<file path="config.mk">
export PLATFORM = sky130hd
export DESIGN_NAME = pixel_frame_gen
export DESIGN_NICKNAME = d
export VERILOG_FILES = /design/src/rtl/pixgen_pkg.sv /design/src/rtl/pixgen_lfsr8.sv /design/src/rtl/pixel_frame_gen.sv
export SDC_FILE = /design/constraint.sdc
export NUM_CORES = 1
export LEC_CHECK = 0
export ABC_AREA = 1
export ABC_CLOCK_PERIOD_IN_PS = 2200
export BUFFER_PORTS_ARGS = -buffer_cell sky130_fd_sc_hd__buf_4
export CAP_MARGIN = 0
export CORE_UTILIZATION = 50
export DETAILED_ROUTE_END_ITERATION = 16
export GPL_TIMING_DRIVEN = 0
export PLACE_DENSITY = 0.72
export RECOVER_POWER = 25
export SYNTH_ARGS = -nofsm -noshare
export SYNTH_HDL_FRONTEND = slang
export SYNTH_SLANG_ARGS = --single-unit
export TNS_END_PERCENT = 100
</file>
<file path="constraint.sdc">
create_clock -name clk_in -period 2.2 [get_ports clk_in]
set_input_delay 0.22 -clock clk_in [delete_from_list [all_inputs] [get_ports clk_in]]
set_output_delay 0.22 -clock clk_in [all_outputs]
set_load 0.005 [all_outputs]
</file>
<file path="src/rtl/pixgen_pkg.sv">
// Shared types and helpers for the synthetic pixel frame generator.
// Pattern encodings, FSM state enum and the 8-bit Fibonacci LFSR step.
package pixgen_pkg;

   localparam logic [1:0] PAT_COUNT = 2'd0;
   localparam logic [1:0] PAT_GRAD  = 2'd1;
   localparam logic [1:0] PAT_CHECK = 2'd2;
   localparam logic [1:0] PAT_LFSR  = 2'd3;

   typedef enum logic [1:0] {
      IDLE = 2'd0,
      RUN  = 2'd1,
      GAP  = 2'd2
   } state_t;

   // Feedback taps on bits 7,5,4,3
   localparam logic [7:0] LFSR_TAPS = 8'hB8;

   function automatic logic [7:0] lfsr_next(input logic [7:0] s);
      return {s[6:0], ^(s & LFSR_TAPS)};
   endfunction

endpackage

</file>
<file path="src/rtl/pixgen_lfsr8.sv">
// 8-bit Fibonacci LFSR with synchronous load and advance enable.
// Ports: clk_in, rst (async high), load/load_val, adv, state out.
module pixgen_lfsr8
   import pixgen_pkg::*;
(
   input  logic       clk_in,
   input  logic       rst,
   input  logic       load,
   input  logic [7:0] load_val,
   input  logic       adv,
   output logic [7:0] state
);

   always_ff @(posedge clk_in or posedge rst) begin
      if (rst)
         state <= 8'h01;
      else if (load)
         state <= load_val;
      else if (adv)
         state <= lfsr_next(state);
   end

endmodule

</file>
<file path="src/rtl/pixel_frame_gen.sv">
// Synthetic raster pixel source with four test patterns and markers.
// Ports: start/cont/stop control, pattern/seed, valid/ready stream out,
// sof/eol/eof markers, busy and a completed-frame counter.
module pixel_frame_gen
   import pixgen_pkg::*;
#(
   parameter int IMG_W     = 8,
   parameter int IMG_H     = 8,
   parameter int LINE_GAP  = 2,
   parameter int GRAD_STEP = 16
) (
   input  logic        clk_in,
   input  logic        rst,
   input  logic        start,
   input  logic        cont,
   input  logic        stop,
   input  logic [1:0]  pattern,
   input  logic [7:0]  seed,
   output logic [7:0]  pixel_out,
   output logic        valid_out,
   input  logic        ready_out,
   output logic        sof,
   output logic        eol,
   output logic        eof,
   output logic        busy,
   output logic [15:0] frame_cnt
);

   localparam int XW = $clog2(IMG_W);
   localparam int YW = $clog2(IMG_H);
   localparam int GW = $clog2(LINE_GAP + 2);
   // With no gap configured a line end goes straight back to RUN
   localparam state_t AFTER_LINE = (LINE_GAP > 0) ? GAP : RUN;

   state_t         state_q, state_d;
   logic [XW-1:0]  x_q;
   logic [YW-1:0]  y_q;
   logic [GW-1:0]  gap_q;
   logic [1:0]     pat_q;
   logic [7:0]     seed_q;
   logic [7:0]     seed_fix;
   logic [7:0]     lfsr_s;
   logic [7:0]     pix;
   logic           xfer;
   logic           last_x;
   logic           last_y;
   logic           start_ok;
   logic           frame_done;

   assign valid_out = (state_q == RUN);
   assign busy      = (state_q != IDLE);
   assign xfer      = valid_out && ready_out;
   assign last_x    = (x_q == XW'(IMG_W - 1));
   assign last_y    = (y_q == YW'(IMG_H - 1));
   assign seed_fix  = (seed == 8'h00) ? 8'h01 : seed;

   assign sof = valid_out && (x_q == '0) && (y_q == '0);
   assign eol = valid_out && last_x;
   assign eof = valid_out && last_x && last_y;

   always_ff @(posedge clk_in or posedge rst) begin
      if (rst)
         state_q <= IDLE;
      else
         state_q <= state_d;
   end

   always_comb begin
      state_d    = state_q;
      start_ok   = 1'b0;
      frame_done = 1'b0;
      unique case (state_q)
         IDLE: begin
            if (start) begin
               start_ok = 1'b1;
               state_d  = RUN;
            end
         end
         RUN: begin
            if (xfer && last_x) begin
               if (last_y) begin
                  frame_done = 1'b1;
                  if (cont && !stop)
                     state_d = AFTER_LINE;
                  else
                     state_d = IDLE;
               end else begin
                  state_d = AFTER_LINE;
               end
            end
         end
         GAP: begin
            if (gap_q == '0)
               state_d = RUN;
         end
         default: state_d = IDLE;
      endcase
   end

   always_ff @(posedge clk_in or posedge rst) begin
      if (rst) begin
         x_q       <= '0;
         y_q       <= '0;
         gap_q     <= '0;
         pat_q     <= PAT_COUNT;
         seed_q    <= 8'h01;
         frame_cnt <= '0;
      end else begin
         if (start_ok) begin
            pat_q  <= pattern;
            seed_q <= seed_fix;
         end
         if (xfer) begin
            if (last_x) begin
               x_q <= '0;
               y_q <= last_y ? '0 : y_q + YW'(1);
            end else begin
               x_q <= x_q + XW'(1);
            end
         end
         if (frame_done)
            frame_cnt <= frame_cnt + 16'd1;
         // Gap counter counts down LINE_GAP-1..0, independent of ready
         if (state_q == RUN && state_d == GAP)
            gap_q <= GW'(LINE_GAP - 1);
         else if (state_q == GAP && gap_q != '0)
            gap_q <= gap_q - GW'(1);
      end
   end

   pixgen_lfsr8 u_lfsr (
      .clk_in   (clk_in),
      .rst      (rst),
      .load     (start_ok || frame_done),
      .load_val (start_ok ? seed_fix : seed_q),
      .adv      (xfer && !frame_done),
      .state    (lfsr_s)
   );

   always_comb begin
      pix = 8'h00;
      unique case (pat_q)
         PAT_COUNT: pix = 8'(y_q) * 8'(IMG_W) + 8'(x_q);
         PAT_GRAD:  pix = 8'(x_q) * 8'(GRAD_STEP);
         PAT_CHECK: pix = {8{x_q[0] ^ y_q[0]}};
         PAT_LFSR:  pix = lfsr_s;
         default:   pix = 8'h00;
      endcase
   end

   assign pixel_out = valid_out ? pix : 8'h00;

endmodule

</file>
==> results.md <==
- TritonCTS Buffers: 5
- Critical path class: register to primary output
- # Max-Cap Violations: 0
- Summed negative setup slack over all endpoints: 0 ns
- Cell area after layout: 0.00309 mm²
- Deepest level of the CTS H-tree: 2
- Fmax: 524 MHz
- Clk sink count: 44
- Antenna Violating Nets Remaining: 0
- DRC violation count after routing: 0
- Power per Cell Area: 1100 mW/mm²
- Number of library cell types mapped by synthesis: 29
- Average size of a mapped cell: 7.67 µm²
- Global-route wire length before repair: 9.93 mm
- Total standard cell area after synthesis: 0.00258 mm²
- Layout cell share with drive strength beyond 1: 20.0%
- Final Hold Violating Endpoints: 0
- Most common library cell in the layout ignoring fill and taps: sky130_fd_sc_hd__nand2_1
- Leading cell types in the layout, fill and taps excluded: sky130_fd_sc_hd__nand2_1, sky130_fd_sc_hd__buf_4, sky130_fd_sc_hd__dfrtp_1
- Clock-pin slew on the worst setup and hold paths: 0.08 ns
- CP cell instances: inv_2 -> nor2_4 -> clkinv_1 -> a31oi_1 -> buf_4
- Number of antenna diodes: 0
- Post-detailed-routing wire length: 5.78 mm
- Leak pwr: 1.56 nW
- Required time reported for the critical path endpoint: 1.98 ns
- Kind of cell adding the most delay to the critical path: buffers and inverters
- Effective utilization at floorplan: 53.3%
- Layout Nets: 414
- Height of the die: 73.9 µm
- Number of max-slew violations in the final report: 0
- Count of buffering cells on the critical path with inverters included: 3
- Synthesized Nets: 361
- Post-Route Utilization: 63.7%
- Antenna violations before repair: 0
- Largest clock skew in the final design: 0.00228 ns
- Core Footprint: 0.00485 mm²
- Final weighted congestion of routability-driven global placement: 0.858
- Cell with the largest stage delay on the worst path: sky130_fd_sc_hd__dfrtp_1
- Unrepaired setup endpoints after global routing: no
- Average detailed-routed wire length per instance: 12.6 µm
- Clock buffer depth: 2
- Via count of the first global-routing pass: 2,142
- Period utilisation layout: 86.8%
- Total gr overflow: 0
- Standard-cell row count: 25
- CTS tree: done
- Pin count of the biggest net entering global routing: 25
- Async S/R FF share, synth: 100%
- Worst endpoint data arrival time: 1.69 ns
- Slew at the pin closest to its max-slew limit: 0.803 ns
- Global Route Usage Sum: 24.0%
- IO buf count: 44
- Relative slew slack: 46.4%
- Vias post-DR: 2,309
- DP Wirelength: 4.35 mm
- Outcome: completed
- Number of cells produced by synthesis: 337
- Tightest Hold Check Type: input pin to register
- DR pass1 iterations: 4
- DP Area: 0.00302 mm²
- Number of primary I/O pins: 45
- Post-detailed-route via-to-cell ratio: 5.05
- Clk Tree Root Cell: sky130_fd_sc_hd__clkbuf_8
- Leading register cell type out of synthesis: sky130_fd_sc_hd__dfrtp_1
- Clock network latency to the later pin of the worst-skew pair: 0.30 ns
- Die area: 0.00546 mm²
- Proportion of synthesized chip area in sequential cells: 42.7%
- Biggest cell delay along the critical path: 0.45 ns
- Max VDD drop: 498 µV
- Floorplan die width: 73.9 µm
- Minimum period implied by the final worst setup slack: 1.91 ns
- Setup crit end kind: primary output
- Synth warn: 0
- Area added between synthesis and finish: 19.6%
- Number of setup violations in the final report: 0
- Worst setup SP type: register
- Register bit count reported by yosys: 44
- Initial detailed-routing violation count: 127
- EDFF count, synth: 0
- CTS-repair resized insts: 0
- Maximum net fanout on the critical path: 9
## tightest hold or removal path, delay by kind of cell
| kind | cells | cell delay (ns) |
|---|---|---|
| compound gates | 1 | 0.06 |
| buf+inv | 1 | 0.08 |
| simple gates | 1 | 0.04 |
## path summary, 6_finish.rpt
| kind | from | cells after the start | slack [ns] | end |
|---|---|---|---|---|
| worst max-delay path | state_q[0]$_DFF_PP0_ | 5 | 0.29 | pixel_out[6] |
| worst min-delay path | pattern[1] | 3 | 0.13 | pat_q[1]$_DFFE_PP0P_ |
| worst max register to register | x_q[0]$_DFFE_PP0P_ | 6 | 0.47 | frame_cnt[10]$_DFFE_PP0P_ |
| worst min register to register | seed_q[2]$_DFF_PP0_ | 2 | 0.49 | seed_q[2]$_DFF_PP0_ |
| max in group asynchronous | rst | 4 | 0.48 | seed_q[2]$_DFF_PP0_ |
| min in group asynchronous | rst | 3 | 0.64 | y_q[2]$_DFFE_PP0P_ |
## layout make-up
cell class | instances | area [µm²]
Clock inverter | 1 | 5.00
Inverter | 40 | 155
Fill cell | 409 | 1760
Clock buffer | 6 | 72.6
Buffer | 5 | 50.0
Timing Repair Buffer | 46 | 345
Multi-Input combinational cell | 248 | 1270
Sequential cell | 44 | 1100
Tap cell | 67 | 83.8
## repair_timing
item	4_1_cts	5_1_grt
hold buffers	1	0
buffers inserted	0	0
hold endpoints to repair	19	0
## report_power, final
group	leakage, nW	switching, mW	total, mW	internal, mW
registers	0.546	0.281	1.39	1.10
logic	0.972	0.833	1.52	0.686
clock network	0.0410	0.271	0.487	0.216
total	1.56	1.38	3.39	2.01
## Yosys cell counts (2+ instances only)
cell type	instances	share of area [%]
sky130_fd_sc_hd__nand2_1	110	16
sky130_fd_sc_hd__dfrtp_1	42	41
sky130_fd_sc_hd__inv_1	35	5.1
sky130_fd_sc_hd__nand3_1	34	6.6
sky130_fd_sc_hd__nor2_1	29	4.2
sky130_fd_sc_hd__o21ai_0	19	3.7
sky130_fd_sc_hd__ha_1	8	3.9
sky130_fd_sc_hd__a21oi_1	6	1.2
sky130_fd_sc_hd__nand2_2	6	1.5
sky130_fd_sc_hd__nand4_1	6	1.5
sky130_fd_sc_hd__xnor2_1	6	2.0
sky130_fd_sc_hd__a31oi_1	5	1.2
sky130_fd_sc_hd__buf_6	4	1.7
sky130_fd_sc_hd__xor2_1	4	1.4
sky130_fd_sc_hd__inv_2	3	0.44
sky130_fd_sc_hd__nand2_4	3	1.3
sky130_fd_sc_hd__a41oi_1	2	0.68
sky130_fd_sc_hd__dfstp_2	2	2.0
sky130_fd_sc_hd__nor2_4	2	0.87
sky130_fd_sc_hd__nor3_1	2	0.39
## cell families (layout without fill, tap and decap cells)
family	after synthesis	in the layout	synth area share, %
and+or+nand+nor	197	197	34.8
buffers and inverters	45	98	7.94
DFF	44	44	42.7
AOI/OAI and AO/OA	33	33	7.31
xor gates and xnor gates	10	10	3.39
adders and majority gates	8	8	3.87
## state kept, by name (all words and copies together) (netlist names)
name          cells
frame_cnt        16
seed_q            8
u_lfsr.state      8
x_q               3
y_q               3
gap_q             2
pat_q             2
state_q           2
## layer usage
metal  global-route usage [%]  vias up  share of wire, %
met2                     38.5       50                46
met1                     33.4     1067                49
met4                     6.41        0               1.3
met3                     4.12        6               3.2
li1                         -     1186                 -
met5                        0        -                 0
## stage by stage
step	setup WS, ns	total power [mW]	instances	hold WS (ns)
2_1_floorplan	0.696	2.32	337	0.341
3_3_place_gp	0.302	2.85	448	0.429
6_report	0.291	3.39	457	0.132
5_1_grt	0.183	3.70	457	0.150
4_1_cts	0.309	3.40	457	0.131
3_5_place_dp	0.507	2.91	449	0.268
No activity file was read; power rests on OpenSTA's default activity.
